### config.mk
export PLATFORM = sky130hd
export DESIGN_NAME = systolic_result_collector
export DESIGN_NICKNAME = d
export VERILOG_FILES = /design/src/rtl/systolic_pkg.sv /design/src/rtl/row_fifo.sv /design/src/rtl/systolic_result_collector.sv
export SDC_FILE = /design/constraint.sdc
export NUM_CORES = 1
export LEC_CHECK = 0
export ABC_AREA = 1
export CELL_PAD_IN_SITES_DETAIL_PLACEMENT = 0
export CELL_PAD_IN_SITES_GLOBAL_PLACEMENT = 1
export CORE_ASPECT_RATIO = 0.9
export CORE_UTILIZATION = 50
export CTS_CLUSTER_SIZE = 28
export DETAILED_ROUTE_END_ITERATION = 6
export DONT_BUFFER_PORTS = 1
export GPL_TIMING_DRIVEN = 0
export PLACE_DENSITY_LB_ADDON = 0.1
export RECOVER_POWER = 50
export SLEW_MARGIN = 30
export SYNTH_ARGS = -nofsm -noshare
export SYNTH_HDL_FRONTEND = slang
export SYNTH_SLANG_ARGS = --single-unit
### constraint.sdc
create_clock -name Clock -period 5.25 [get_ports Clock]
set_input_delay 1.05 -clock Clock [delete_from_list [all_inputs] [get_ports Clock]]
set_output_delay 1.05 -clock Clock [all_outputs]
set_load 0.05 [all_outputs]
### src/rtl/systolic_pkg.sv
// Shared constants and types for the 4x4 systolic array and its edge logic.
package systolic_pkg;

  // Array edge length; every edge carries this many lanes.
  localparam int ARRAY_N = 4;

  // Default partial-sum width per lane.
  localparam int PS_W = 16;

  // Depth of the tag chain that tracks row starts across the skew.
  localparam int TAG_DEPTH = ARRAY_N - 1;

  // One full row of partial sums, lane 0 in the lowest slot.
  typedef logic [ARRAY_N-1:0][PS_W-1:0] ps_row_t;

endpackage : systolic_pkg

### src/rtl/row_fifo.sv
// Small row FIFO with synchronous reset/clear.
// A push into a full FIFO is still accepted if a pop happens in the same cycle.
// The head entry drives the output directly, so back-to-back pops give one entry per cycle.
module row_fifo #(
  parameter int DEPTH = 4,
  parameter int W     = 65
) (
  input  logic                   Clock,
  input  logic                   rst_n,
  input  logic                   clear,
  input  logic                   push,
  input  logic [W-1:0]           push_data,
  input  logic                   pop_ready,
  output logic                   valid,
  output logic [W-1:0]           head_data,
  output logic [$clog2(DEPTH):0] fill,
  output logic                   drop
);

  localparam int AW = $clog2(DEPTH);
  localparam logic [AW:0] FULL_COUNT = (AW+1)'(DEPTH);

  logic [W-1:0]  mem [DEPTH];
  logic [AW-1:0] wr_ptr;
  logic [AW-1:0] rd_ptr;
  logic [AW:0]   count;
  logic          full;
  logic          pop;
  logic          push_ok;

  // Handshake decode: a pop frees a slot in the same cycle, letting a push into a full FIFO through.
  always_comb begin
    full      = (count == FULL_COUNT);
    valid     = (count != '0);
    pop       = valid && pop_ready;
    push_ok   = push && (!full || pop);
    drop      = push && full && !pop;
    head_data = valid ? mem[rd_ptr] : '0;
    fill      = count;
  end

  // Entry storage; contents need no reset because the output is masked while empty.
  always_ff @(posedge Clock) begin
    if (push_ok && rst_n && !clear) begin
      mem[wr_ptr] <= push_data;
    end
  end

  // Pointers and occupancy; reset and clear win over any push or pop in the same cycle.
  always_ff @(posedge Clock) begin
    if (!rst_n || clear) begin
      wr_ptr <= '0;
      rd_ptr <= '0;
      count  <= '0;
    end else begin
      if (push_ok) begin
        wr_ptr <= wr_ptr + 1'b1;
      end
      if (pop) begin
        rd_ptr <= rd_ptr + 1'b1;
      end
      case ({push_ok, pop})
        2'b10:   count <= count + 1'b1;
        2'b01:   count <= count - 1'b1;
        default: count <= count;
      endcase
    end
  end

endmodule : row_fifo

### src/rtl/systolic_result_collector.sv
// Receive-side collector for the systolic array bottom edge.
// De-skews the diagonal partial-sum wavefront into whole rows, tags each row
// with its tile position and buffers rows in a small FIFO for the consumer.
module systolic_result_collector
  import systolic_pkg::*;
#(
  parameter int DW            = PS_W,
  parameter int DEPTH         = 4,
  parameter int ROWS_PER_TILE = 4
) (
  input  logic                      Clock,
  input  logic                      rst_n,
  input  logic                      data_clear,
  input  logic                      en_shift_bottom,
  input  logic                      ps_valid,
  input  logic [ARRAY_N*DW-1:0]     ps_bottom_out_flat,
  output logic [ARRAY_N*DW-1:0]     row_data,
  output logic                      row_valid,
  input  logic                      row_ready,
  output logic                      row_last,
  output logic [$clog2(DEPTH):0]    fill,
  output logic                      overflow
);

  localparam int ROW_W = ARRAY_N * DW;
  localparam int ENT_W = ROW_W + 1;
  localparam int CNT_W = (ROWS_PER_TILE > 1) ? $clog2(ROWS_PER_TILE) : 1;
  localparam logic [CNT_W-1:0] LAST_POS = CNT_W'(ROWS_PER_TILE - 1);

  logic [DW-1:0] lane0;
  logic [DW-1:0] lane1;
  logic [DW-1:0] lane2;
  logic [DW-1:0] lane3;

  logic [DW-1:0] lane0_d1;
  logic [DW-1:0] lane0_d2;
  logic [DW-1:0] lane0_d3;
  logic [DW-1:0] lane1_d1;
  logic [DW-1:0] lane1_d2;
  logic [DW-1:0] lane2_d1;

  logic [TAG_DEPTH-1:0] tag;
  logic [CNT_W-1:0]     row_cnt;

  logic                 clear_all;
  logic                 row_done;
  logic [ROW_W-1:0]     row_assembled;
  logic [ENT_W-1:0]     push_entry;
  logic [ENT_W-1:0]     head_entry;
  logic                 fifo_drop;

  // Lane split, row completion and entry packing; the oldest tag stage marks a row whose lane 3 is live now.
  always_comb begin
    lane0         = ps_bottom_out_flat[0*DW +: DW];
    lane1         = ps_bottom_out_flat[1*DW +: DW];
    lane2         = ps_bottom_out_flat[2*DW +: DW];
    lane3         = ps_bottom_out_flat[3*DW +: DW];
    clear_all     = !rst_n || data_clear;
    row_done      = en_shift_bottom && tag[TAG_DEPTH-1];
    row_assembled = {lane3, lane2_d1, lane1_d2, lane0_d3};
    push_entry    = {(row_cnt == LAST_POS), row_assembled};
  end

  // Deskew delay lines: lane j is held back (ARRAY_N-1-j) shift events; stalled cycles freeze everything.
  always_ff @(posedge Clock) begin
    if (clear_all) begin
      lane0_d1 <= '0;
      lane0_d2 <= '0;
      lane0_d3 <= '0;
      lane1_d1 <= '0;
      lane1_d2 <= '0;
      lane2_d1 <= '0;
    end else if (en_shift_bottom) begin
      lane0_d1 <= lane0;
      lane0_d2 <= lane0_d1;
      lane0_d3 <= lane0_d2;
      lane1_d1 <= lane1;
      lane1_d2 <= lane1_d1;
      lane2_d1 <= lane2;
    end
  end

  // Row-start tag chain travelling alongside lane 0's delay line.
  always_ff @(posedge Clock) begin
    if (clear_all) begin
      tag <= '0;
    end else if (en_shift_bottom) begin
      tag <= {tag[TAG_DEPTH-2:0], ps_valid};
    end
  end

  // Tile position counter; advances on every completed row, even dropped ones, to keep tile alignment.
  always_ff @(posedge Clock) begin
    if (clear_all) begin
      row_cnt <= '0;
    end else if (row_done) begin
      if (row_cnt == LAST_POS) begin
        row_cnt <= '0;
      end else begin
        row_cnt <= row_cnt + 1'b1;
      end
    end
  end

  // Sticky overflow: set when a completed row could not enter the FIFO.
  always_ff @(posedge Clock) begin
    if (clear_all) begin
      overflow <= 1'b0;
    end else if (fifo_drop) begin
      overflow <= 1'b1;
    end
  end

  row_fifo #(
    .DEPTH (DEPTH),
    .W     (ENT_W)
  ) u_row_fifo (
    .Clock     (Clock),
    .rst_n     (rst_n),
    .clear     (data_clear),
    .push      (row_done),
    .push_data (push_entry),
    .pop_ready (row_ready),
    .valid     (row_valid),
    .head_data (head_entry),
    .fill      (fill),
    .drop      (fifo_drop)
  );

  // Head entry unpacks straight to the consumer; it reads as zero while the FIFO is empty.
  always_comb begin
    row_data = head_entry[ROW_W-1:0];
    row_last = head_entry[ROW_W];
  end

endmodule : systolic_result_collector

Word level (Yosys, flattened, before mapping):

Memory sizes are Yosys's and may differ from the RTL's. A register that Yosys moved wholly into a read port is not among the register bits.
Index checks and enable logic that the tools add are counted.

* register bits: 109
* memory bits (writable): 260
* bits of input ports: 70
* output and inout bits: 70
* logic and storage cells: 44
* memories kept: 1

Memory list
* u_row_fifo.mem: words 4, width 65, read ports 1, clocked after memory_dff 1, wr ports 1, RTL line row_fifo.sv:23 `logic [W-1:0] mem [DEPTH];`

* add/subtract/negate cells: 5
* equal/unequal tests: 4
* muxes and demuxes: 7
* reduce and logical (&&, ||, !) cells: 15

Operators by type and width (number)
* $mux W65: 1
* $logic_and A1 B1 Y1: 7
* $add A2 B1 Y2 const B: 3
* $mux W2: 3
* $pmux W3 S2: 1
* $eq A2 B2 Y1 const B: 2
* $logic_not A1 Y1: 4
* $add A3 B1 Y3 const B: 1
* $eq A3 B3 Y1 const B: 1
* $reduce_bool A3 Y1: 1
* $sub A3 B1 Y3 const B: 1
* $eq A2 B1 Y1 const B: 1
* $logic_or A1 B1 Y1: 2
* $mux W1: 2
* $reduce_bool A2 Y1: 1

Logic depth before layout (Yosys ltp):

Gate-level depths: netlist (run 1).

* depth after elaboration: 8
* gate-level depth with buffers: 13
* gate-level depth less buffers: 13

By module:

From an unflattened synthesis (run 1), not the netlist that was laid out.

* cells, all modules: 1288
* area total of the unflattened synthesis: 14158.6 sq um

By module, submodules not included
* row_fifo: times used 1, cells each 837, area an instance 10598.9 sq um, seq. area each 7987.7 sq um
* systolic_result_collector: times used 1, cells each 451, area an instance 3559.7 sq um, seq. area each 2042.0 sq um

Least setup slack after synthesis (run 1):

OpenSTA, ideal clock, no wires.

* path type: input-to-reg
* from: input en_shift_bottom
* to: memory u_row_fifo.mem[0][0], enable pin
* library setup time: 489 ps
* arrival time: 4309 ps
* required time: 4761 ps
* slack: 452 ps
* cell stages on the path: 5
* buffers on the path: 1
* path through: buf_4 nand2_1 inv_1 nand3_1 nor2_1

* longest elaborated chain between the ends: 6

Ends and longest elaborated chain
* start: declaration: RTL line systolic_result_collector.sv:14 `input logic en_shift_bottom,`
* $logic_and A1 B1 Y1: RTL line systolic_result_collector.sv:59 `row_done = en_shift_bottom && tag[TAG_DEPTH-1];`
* $logic_and A1 B1 Y1: RTL line row_fifo.sv:36 `push_ok = push && (!full || pop);`
* $logic_and A1 B1 Y1 (2 in a row): RTL line row_fifo.sv:44 `if (push_ok && rst_n && !clear) begin`
* $mux W1: RTL line row_fifo.sv:44
* $mux W1 (not written as such): RTL line row_fifo.sv:45 `mem[wr_ptr] <= push_data;`
* end: declaration: RTL line row_fifo.sv:23

No other way between the ends.

Final worst setup path (run 1):

* from: register u_row_fifo.count[2] (netlist: u_row_fifo.fill[2])
* to: output row_data[39]

* longest elaborated chain between the ends: 2

Ends and longest elaborated chain
* start: declaration: RTL line row_fifo.sv:26 `logic [AW:0] count;`
* start signal: assignment: RTL line row_fifo.sv:63 `2'b10: count <= count + 1'b1;`
* start signal: assignment: RTL line row_fifo.sv:64 `2'b01: count <= count - 1'b1;`
* start signal: assignment: RTL line row_fifo.sv:65 `default: count <= count;`
* $reduce_bool A3 Y1: RTL line row_fifo.sv:34 `valid = (count != '0);`
* net row_valid: RTL line systolic_result_collector.sv:18 `output logic row_valid,`
* $mux W65: RTL line row_fifo.sv:38 `head_data = valid ? mem[rd_ptr] : '0;`
* end: declaration: RTL line systolic_result_collector.sv:17 `output logic [ARRAY_N*DW-1:0] row_data,`

The timed path passes the listed nets, and every way through them passes these cells.

==> flow_metrics.tcl, run 1 <==
set metrics [dict create \
    status "complete, no violations" \
    finalCritPeriodShare 0.802 \
    start_kind "flop" \
    drc 0 \
    ys_ff_latch 371 \
    power_w 0.00583 \
    core_sq_mm 0.0273 \
    worst_slew_pin_slew_ns 1.04 \
    cts_setup_buffers 0 \
    root_buffer "clkbuf_16" \
    hold-path-endpoint "tag[0]$_SDFFE_PP0P_" \
    io_buffers 0 \
    p_leak_nw 5.47 \
    layout-drive-gt1-share 0.133 \
    hold_violations 0 \
    grt_util_met2 0.334 \
    reg2regPathDepth 7 \
    crit_required_ns 4.20 \
    rsz0062_at_grt "no" \
    arrival_ns 3.16 \
    r2r_slack_ns 2.46 \
    ys_top_cells_by_area "edfxtp_1 55%, dfxtp_1 16%, nor2_1 7.3%" \
    antenna_found_initial 0 \
    cts_resized 0 \
    seq_area_frac_synth 0.712 \
    grt_use_total 0.228 \
    clock_sinks 371 \
    clock.fmax_mhz 237 \
    num_antenna_cells 0 \
    synth_cell_types 23 \
    dieArea_sq_mm 0.0288 \
    maxCapViolCount 0 \
    numCtsBuffers 38 \
    yosysWarnings 0 \
    path_clk_slew_ns 0.06 \
    drt-vias-per-instance 5.25 \
    num_vias 9043 \
    cts_tree "yes" \
    drt_iter0_drc 516 \
    die_w_um 179 \
    holdBufCountCts 0 \
    insertion_delay_ns 0.52 \
    grt_pass1_wl_um 49500 \
    setup_viol 0 \
    power_density_mw_per_mm2 356 \
    drv_slew 0 \
    drt-total-wl_um 32000 \
    gr-total-overflow 0 \
    first_pass_iters 5 \
    rows 57 \
    globalRouteMet3Util 0.0487 \
    fin_crit_ns 4.21 \
    hp-class "reg -> reg" \
    end_kind "primary output" \
    layout-area-overhead-vs-synth_pct 16.2 \
    nets 1420 \
    netlist_area_sq_mm 0.0141 \
    grt-busiest-layer "met1" \
    wire_per_inst_um 18.5 \
    grt_pass1_vias 8669 \
    ios 140 \
    cts.path.max_buffers 3 \
    start_util 0.516 \
    met1_usage 0.340 \
    skew_ns 0.00860 \
    cp_max_fo 10 \
    ant_nets 0 \
    r2r_start "u_row_fifo.fill[1]$_SDFFE_PP0P_" \
    hpwl_um 21100 \
    holdWs_ns 0.459 \
    path_class "reg -> out" \
    vdd_ir_drop_max_mv 0.236 \
    whs_path_depth 2 \
    finalNonFillerCells 1724 \
    syn_avg_cell_area_sq_um 10.9 \
    grt_max_degree 21 \
    cts.htree.levels 2 \
    yosys.area.top_type_share 0.554 \
    syn-instance-count 1287 \
    synth_top_cell_by_area "edfxtp_1" \
    timing.rr.end "u_row_fifo.mem[1][55]$_DFFE_PP_" \
    synth_fp_nets 1364 \
    hp-start "tag[0]$_SDFFE_PP0P_" \
    gp_congestion 0.740 \
    dp.cells 1657 \
    relSlewSlack 0.306 \
    fp.dieH_um 161 \
]
[worst max-delay path, cell delays in order (launching register included)]
cell     delay [ns]
dfxtp_1        0.68
inv_1          0.17
nand2_2        0.36
inv_2          0.11
buf_4          0.22
buf_2          0.25
a21oi_1        0.84
[per-layer routing]
layer	wire, um	share of wire
met3	2350	0.074
met2	13800	0.43
met1	15100	0.47
met4	698	0.022
met5	0	0
[layout by cell type, fill, tap and decap left out, drive strengths merged]
cell type / instances
nor2: 276
edfxtp: 260
bufinv: 3
nand3: 7
fa: 1
inv: 25
o21ai: 133
buf: 57
nand4: 1
ha: 6
clkinv: 10
a21oi: 171
nand2: 213
nor3: 1
clkbuf: 95
dfxtp: 111
[how the worst max path moves through the flow]
stage / from / end / slack [ns]
3_3_place_gp: en_shift_bottom / u_row_fifo.mem[1][61]$_DFFE_PP_ / -2.21
4_1_cts: u_row_fifo.fill[2]$_SDFFE_PP0P_ / row_data[44] / 1.02
2_1_floorplan: en_shift_bottom / u_row_fifo.mem[0][0]$_DFFE_PP_ / 0.45
6_report: u_row_fifo.fill[2]$_SDFFE_PP0P_ / row_data[39] / 1.04
5_1_grt: u_row_fifo.fill[2]$_SDFFE_PP0P_ / row_data[44] / 0.92
3_5_place_dp: u_row_fifo.fill[2]$_SDFFE_PP0P_ / row_data[44] / 1.58
[stage by stage]
| stage | utilization | cell area (sq um) | setup WS, ns | setup TNS [ns] |
|---|---|---|---|---|
| after CTS | 0.598 | 16300 | 1.02 | 0 |
| after global routing | 0.599 | 16400 | 0.922 | 0 |
| after floorplan | - | 14100 | 0.452 | 0 |
| final | 0.599 | 16400 | 1.04 | 0 |
| after global placement | 0.532 | 14500 | -2.21 | -552.67 |
| after detailed placement | 0.553 | 15100 | 1.58 | 0 |
[final cells by class]
cell class,count,area [sq um]
clock inverters,13,136
flip-flops and latches,371,10000
fillers,2265,11000
repair buffers,16,403
inverters,25,93.8
multi-input cells,809,3740
plain buffers,82,433
well taps,354,443
clock buffers,54,1080
[kinds of logic (layout without fill, tap and decap cells)]
group	count (synthesis)	in the layout	share of synthesized area
buf+inv	107	190	0.0384
fa+ha+maj	7	7	0.00675
compound gates	304	304	0.108
simple gates	498	498	0.135
flops	371	371	0.712
[sequential cells by signal (all words and copies together) (netlist names), named ones only]
name / count
u_row_fifo.mem: 260
lane0_d1: 16
lane0_d2: 16
lane0_d3: 16
lane1_d1: 16
lane1_d2: 16
lane2_d1: 16
tag: 3
u_row_fifo.fill: 3
row_cnt: 2
u_row_fifo.rd_ptr: 2
u_row_fifo.wr_ptr: 2
overflow: 1
[cells in the mapped netlist (all sizes together)]
cell type / count
nand3: 7
nand2: 213
nor3: 1
buf: 50
ha: 6
a21oi: 171
dfxtp: 111
nand4: 1
inv: 25
o21ai: 133
fa: 1
edfxtp: 260
nor2: 276
clkbuf: 32
[power by group]
part           leakage (nW)  switching, W  internal [W]
Sequential             3.24     0.0000113       0.00312
Clock                 0.596       0.00104       0.00158
Combinational          1.63     0.0000577     0.0000195
(Power assumes the default switching activity.)
==> run 2, diff against run 1 <==
==> constraint.sdc (replaced) <==
create_clock -name Clock -period 4 [get_ports Clock]
set_input_delay 0.8 -clock Clock [delete_from_list [all_inputs] [get_ports Clock]]
set_output_delay 0.8 -clock Clock [all_outputs]
set_load 0.05 [all_outputs]
==> run 2 against run 1 <==
Power up 31%. Setup slack got worse by 1.0 ns. Clock skew is 0.0016 ns higher. Largest cell class unchanged. Highest routed layer unchanged.
==> flow_metrics.tcl, run 2 (same netlist as run 1, synthesis figures left out) <==
set metrics [dict create \
    worst_slew_pin_slew_ns 1.04 \
    relSlewSlack 0.306 \
    cts_tree "yes" \
    vdd_ir_drop_max_mv 0.309 \
    layout-drive-gt1-share 0.138 \
    first_pass_iters 4 \
    final_common_cell "nor2_1" \
    rows 57 \
    drt-total-wl_um 32100 \
    grt_use_total 0.228 \
    end_kind "primary output" \
    final_area_sq_mm 0.0164 \
    cts.path.max_buffers 3 \
    drt-vias-per-instance 5.24 \
    setup_viol 0 \
    cts_resized 0 \
    path_class "reg -> out" \
    regMostFlops "u_row_fifo.mem" \
    fillers 2264 \
    nets 1420 \
    start_util 0.516 \
    status "complete, no violations" \
    rsz0062_at_grt "yes" \
    drc 0 \
    arrival_ns 3.17 \
    dieArea_sq_mm 0.0288 \
    skew_ns 0.0102 \
    gp_congestion 0.740 \
    drv_slew 0 \
    fp.dieH_um 161 \
    drt_iter0_drc 531 \
    final_cell_mix "271 x nor2_1, 260 x edfxtp_1, 212 x nand2_1" \
    num_antenna_cells 0 \
    grt_max_degree 21 \
    fin_crit_ns 3.97 \
    insertion_delay_ns 0.51 \
    finalCritPeriodShare 0.992 \
    num_vias 9030 \
    core_sq_mm 0.0273 \
    holdWs_ns 0.372 \
    io_buffers 0 \
    path_clk_slew_ns 0.06 \
    crit_required_ns 3.20 \
    holdBufCountCts 0 \
    clock.fmax_mhz 252 \
    grt_pass1_vias 8669 \
    clock_sinks 371 \
    hpwl_um 21100 \
    maxCapViolCount 0 \
    cts.htree.levels 2 \
    ant_nets 0 \
    power_density_mw_per_mm2 467 \
    cts_setup_buffers 0 \
    cp_max_fo 10 \
    grt_pass1_wl_um 49500 \
    layout-area-overhead-vs-synth_pct 16.4 \
    root_buffer "clkbuf_16" \
    start_kind "flop" \
    gr-total-overflow 0 \
    die_w_um 179 \
    antenna_found_initial 0 \
    largest_register_ff_count 260 \
    ios 140 \
    hp-class "in -> reg" \
    regArea_sq_mm 0.0100 \
    p_leak_nw 5.48 \
    hold_violations 0 \
    multi_input_area_sq_mm 0.00376 \
    numCtsBuffers 38 \
    placed_area_sq_mm 0.0151 \
    wire_per_inst_um 18.6 \
]
-- run 2: critical path, stage by stage (launching register included) --
cell and delay, ns:
dfxtp_1 0.68, inv_1 0.17, nand2_2 0.36, inv_2 0.11
buf_4 0.22, buf_2 0.25, a21oi_1 0.84
-- run 2: report_power, final --
part           switching [W]  total [W]  internal, W
Sequential         0.0000150    0.00411      0.00410
Clock                0.00137    0.00344      0.00207
Combinational      0.0000760   0.000102    0.0000261
Total                0.00146    0.00765      0.00619
-- run 2: through the flow --
| stage | setup TNS [ns] | std cells | utilization | setup WS (ns) | power [W] |
|---|---|---|---|---|---|
| detailed placement | 0 | 1657 | 0.553 | 0.577 | 0.00430 |
| global route | -0.231 | 1724 | 0.600 | -0.0783 | 0.00788 |
| floorplan | -142.41 | 1287 | - | -0.548 | 0.00426 |
| global placement | -812.67 | 1641 | 0.532 | -3.21 | 0.00429 |
| finish | 0 | 1724 | 0.600 | 0.0321 | 0.00765 |
| CTS | 0 | 1724 | 0.598 | 0.0206 | 0.00772 |
-- run 2: worst paths after layout --
check / startpoint / end / slack, ns / cells after the start
max reg2reg: u_row_fifo.fill[1]$_SDFFE_PP0P_ / u_row_fifo.mem[1][55]$_DFFE_PP_ / 1.21 / 7
min reg2reg: lane0_d2[12]$_SDFFE_PP0P_ / lane0_d2[12]$_SDFFE_PP0P_ / 0.46 / 2
max: u_row_fifo.fill[2]$_SDFFE_PP0P_ / row_data[44] / 0.03 / 6
min: ps_bottom_out_flat[51] / u_row_fifo.mem[2][51]$_DFFE_PP_ / 0.37 / 0
-- run 2: final cells by class --
cell class,instances,area share
Sequential cell,371,0.612
Multi-Input combinational cell,809,0.230
Clock buffer,54,0.0660
Tap cell,354,0.0270
Buffer,82,0.0266
Timing Repair Buffer,16,0.0246
Clock inverter,13,0.00832
Inverter,25,0.00573
-- run 2: per-layer routing --
| metal | GRT usage | up-vias | share of wire |
|---|---|---|---|
| li1 | - | 4513 | - |
| met1 | 0.340 | 4230 | 0.48 |
| met2 | 0.334 | 239 | 0.43 |
| met3 | 0.0487 | 48 | 0.069 |
| met4 | 0.0643 | 0 | 0.021 |
| met5 | 0 | - | 0 |
